File: src/rtl/wb_register_file.sv
`default_nettype none
// ============================================================================
//  Module   : wb_register_file
//  Purpose  : Write-back result select plus 16-entry architectural register
//             file with three bypassed read ports; R15 doubles as the PC.
//  Revision : 1.0  initial release
// ============================================================================
module wb_register_file #(
    parameter int DW   = 32,
    parameter int NREG = 16
) (
    input  logic          clk,
    input  logic          reset,
    input  logic          load_inst,
    input  logic          rf_en,
    input  logic [3:0]    rd,
    input  logic [DW-1:0] load_data,
    input  logic [DW-1:0] nonload_data,
    input  logic [DW-1:0] pc_in,
    input  logic          pc_ld,
    input  logic [3:0]    ra,
    input  logic [3:0]    rb,
    input  logic [3:0]    rc,
    output logic [DW-1:0] pa,
    output logic [DW-1:0] pb,
    output logic [DW-1:0] pc,
    output logic [DW-1:0] wb_data,
    output logic          wb_valid,
    output logic [DW-1:0] pc_out
);

    localparam logic [3:0] c_PC_IDX = 4'd15;

    logic [DW-1:0] regs_q [NREG];
    logic [DW-1:0] regs_d [NREG];

    assign wb_data  = load_inst ? load_data : nonload_data;
    assign wb_valid = rf_en;

    // The WB write is applied after the PC load so it wins on R15.
    always_comb begin
        regs_d = regs_q;
        if (pc_ld) begin
            regs_d[c_PC_IDX] = pc_in;
        end
        if (rf_en) begin
            regs_d[rd] = wb_data;
        end
    end

    always_ff @(posedge clk) begin
        if (reset) begin
            for (int i = 0; i < NREG; i++) begin
                regs_q[i] <= '0;
            end
        end else begin
            regs_q <= regs_d;
        end
    end

    // Bypass is suppressed under reset since no write will land that cycle.
    logic w_byp_ok;
    assign w_byp_ok = rf_en && !reset;

    assign pa     = (w_byp_ok && (ra == rd)) ? wb_data : regs_q[ra];
    assign pb     = (w_byp_ok && (rb == rd)) ? wb_data : regs_q[rb];
    assign pc     = (w_byp_ok && (rc == rd)) ? wb_data : regs_q[rc];
    assign pc_out = regs_q[c_PC_IDX];

endmodule
`default_nettype wire

File: config.mk
export PLATFORM = sky130hd
export DESIGN_NAME = wb_register_file
export DESIGN_NICKNAME = d
export VERILOG_FILES = /design/src/rtl/wb_register_file.sv
export SDC_FILE = /design/constraint.sdc
export NUM_CORES = 1
export LEC_CHECK = 0
export BUFFER_PORTS_ARGS = -buffer_cell sky130_fd_sc_hd__buf_2
export CORE_MARGIN = 2
export CORE_UTILIZATION = 55
export CTS_BUF_LIST = sky130_fd_sc_hd__clkbuf_2 sky130_fd_sc_hd__clkbuf_4 sky130_fd_sc_hd__clkbuf_8
export CTS_CLUSTER_DIAMETER = 150
export DETAILED_ROUTE_END_ITERATION = 7
export PLACE_DENSITY = 0.75
export SLEW_MARGIN = 10
export SYNTH_ARGS = -nofsm -noshare
export SYNTH_HDL_FRONTEND = slang
export SYNTH_SLANG_ARGS = --single-unit
export TNS_END_PERCENT = 50
File: constraint.sdc
create_clock -name clk -period 4.1 [get_ports clk]
set_clock_uncertainty 0.15 [all_clocks]
set_input_delay 0.615 -clock clk [delete_from_list [all_inputs] [get_ports clk]]
set_output_delay 0.615 -clock clk [all_outputs]
set_load 0.05 [all_outputs]
==> flow_summary.json <==
{
  "path_max_fanout": 19,
  "clk-insertion-delay-late_ns": 0.68,
  "p_sw_uw": 3659,
  "clkSlewWorstSetupHoldPaths_ns": 0.06,
  "combinational_family_with_the_most_area_after_synthesis": "multiplexers",
  "setup_violations": 0,
  "port-buffer-count": 277,
  "share_seq_of_total_power_pct": 42.0,
  "route.detailed.wl_per_inst_um": 28.52,
  "grt_first_pass_wirelength_um": 156400,
  "root_buffer": "clkbuf_8",
  "power.switching_fraction_pct": 29.27,
  "post_place_worst_slack_ns": 0.4417,
  "worst_path_arrival_ns": 2.95,
  "synth_top_cell_area_share_pct": 33.86,
  "synth-main-ff-cell": "dfxtp_1",
  "min-delay-path-class": "primary input to flop",
  "synth_warnings": 0,
  "power_frac_comb_pct": 16.4,
  "floorplan.initialDensity_pct": 55.91,
  "cts-buffers-inserted": 86,
  "timing.setup.critical_path_class": "primary input to primary output",
  "dpl-instance-area_mm2": 0.03268,
  "synthesis.area_per_instance_um2": 11.09,
  "synth.cells.most_frequent": "516 x nor2_1, 512 x a211oi_1, 512 x dfxtp_1",
  "design.final.nets": 2980,
  "drive_above_1_share_pct": 34.04,
  "hold_viol_final": 0,
  "totalWireLength_um": 103500,
  "clock.fmax_mhz": 269.5,
  "clockPowerShare_pct": 41.7,
  "post_route_clock_period_utilization_pct": 90.49,
  "horizontal_die_dimension_um": 238.6,
  "drc": 0,
  "ant_nets": 0,
  "worst_slew_pin_slew_ns": 1.217,
  "hpwl_um": 62780,
  "postLayoutCellArea_mm2": 0.03465,
  "power.internal_uw": 8842,
  "maxSlewViolCount": 0,
  "routability_congestion": 0.8939,
  "post_drt_via_cell_ratio": 7.281,
  "floorplan.die_area_mm2": 0.05693,
  "vdd_ir_drop_max_mv": 0.3066,
  "synthDistinctLibCells": 32,
  "worst_ep_required_time_ns": 3.34,
  "post_cts_hold_buffer_count": 0,
  "seq_total_area_yosys_pct": 33.86,
  "muxShareOfSynthArea_pct": 34.02,
  "post-synth-top-count-cell": "nor2_1",
  "synth-compound-area-share_pct": 18.20,
  "cts_post_setup_buffers_inserted": 0,
  "cts_tree": "built",
  "cp-start-kind": "primary input",
  "design.core.area_mm2": 0.05413,
  "htreeDepth": 3,
  "num_vias": 26423,
  "synth_area_mm2": 0.03027,
  "fin_crit_ns": 3.710,
  "grt_start_max_net_pins": 115,
  "synth-edff-count": 0,
  "num-fill-cells": 3997,
  "dr.first_iter.drc_count": 3722,
  "via_count_of_the_first_global_routing_pass": 26003,
  "synth_fa_ha_area_share_pct": 0,
  "yosys.area_share.xor_xnor_pct": 0.2894,
  "cellLeakagePower_uw": 0.01263,
  "ctsResizeCount": 0,
  "area_share_of_and_or_nand_nor_cells_after_synthesis_pct": 7.474,
  "synth.top_cells.by_area": "dfxtp_1 34%, mux4_2 29%, a211oi_1 13%",
  "track_usage_pct": 36.02,
  "maxCapViolCount": 0,
  "mappedNetlistNets": 2847,
  "status": "completed",
  "grt_setup_unrepaired": "false",
  "synthCells": 2730,
  "cts.sinks": 512,
  "worst_slack_ns": 0.3899,
  "globalRouteOverflowTotal": 0,
  "power.density_mw_per_mm2": 360.8,
  "slew-limit-headroom_pct": 18.88,
  "post-synth-top-area-cell": "dfxtp_1",
  "grt_antenna_before_repair": 1,
  "ys_seq_elements": 512,
  "chipHeight_um": 238.6,
  "synth_async_sr_flop_share_pct": 0,
  "cts-root-to-sink-buffers": 3,
  "crit_path_end_kind": "primary output",
  "ioPinCount": 278,
  "row_count": 85,
  "fin_setup_tns_ns": 0,
  "first_pass_iters": 8,
  "area.growth.synth_to_final_pct": 14.48
}
[layer usage]
metal,share of wire [%],wire length [um],GRT usage [%]
met5,0,0,0
met4,5.6,5744,18.77
met3,13,13010,9.619
met2,45,46840,55.15
met1,37,37900,47.11
[placed cells by master, fill, tap and decap left out, types with 91 or more instances in the layout]
cell and count:
buf_4 91, mux2i_1 149, buf_2 268, a22o_1 94
mux4_2 386, a221oi_1 94, nor2_1 512, a211oi_1 512
dfxtp_1 512, clkbuf_8 115
[state kept, by name (all words and copies together) (netlist names)]
name,cells
regs_q,480
pc_out,32
[worst max-delay path: stages]
cell      delay [ns]
clkbuf_8        0.24
buf_12          0.25
buf_12          0.15
mux4_2          0.50
a22o_1          0.24
a221oi_1        0.49
mux2i_1         0.18
buf_2           0.25
[area by class of cell]
cell class              count  area, um2  area share [%]
diodes                      1      2.502        0.007222
clock buffers             139       1744           5.034
inverters                  34      127.6          0.3683
repair buffers            416       3115           8.991
well taps                 696      870.8           2.513
clock inverters            18      227.7          0.6572
flip-flops and latches    512      10250           29.58
multi-input cells        1813      18310           52.85
[power by group through the flow]
stage          clock, uW  combinational, uW  sequential (uW)
2_1_floorplan          0               1430             5290
3_3_place_gp           0               1980             5330
5_1_grt             5450               2140             5250
3_5_place_dp           0               2020             5340
6_report            5210               2050             5250
4_1_cts             5210               2020             5240
[final timing paths]
kind	from	to	cells past startpoint	slack, ns
worst max-delay path	ra[0]	pa[2]	8	0.39
worst min register to register	regs_q[450]$_SDFFE_PP0P_	regs_q[450]$_SDFFE_PP0P_	2	0.37
worst min-delay path	pc_in[25]	pc_out[25]$_SDFF_PP0_	3	0.11
worst max register to register	pc_out[0]$_SDFF_PP0_	pc_out[0]$_SDFF_PP0_	2	2.87
[cell families after synthesis]
family	after synthesis
compound gates	702
simple gates	555
mux	546
flops	512
buf+inv	405
xor+xnor	10
[stage by stage]
| step | hold WS (ns) | power, uW | util (%) | instances |
|---|---|---|---|---|
| after floorplan | 0.3439 | 6719 | - | 2730 |
| final | 0.1093 | 12500 | 64.01 | 3629 |
| after detailed placement | 0.3637 | 7362 | 60.36 | 3471 |
| after CTS | 0.08622 | 12470 | 64.00 | 3628 |
| after global routing | 0.1158 | 12840 | 64.01 | 3629 |
| after global placement | 0.3523 | 7307 | 60.36 | 3471 |
(Power assumes the default switching activity.)
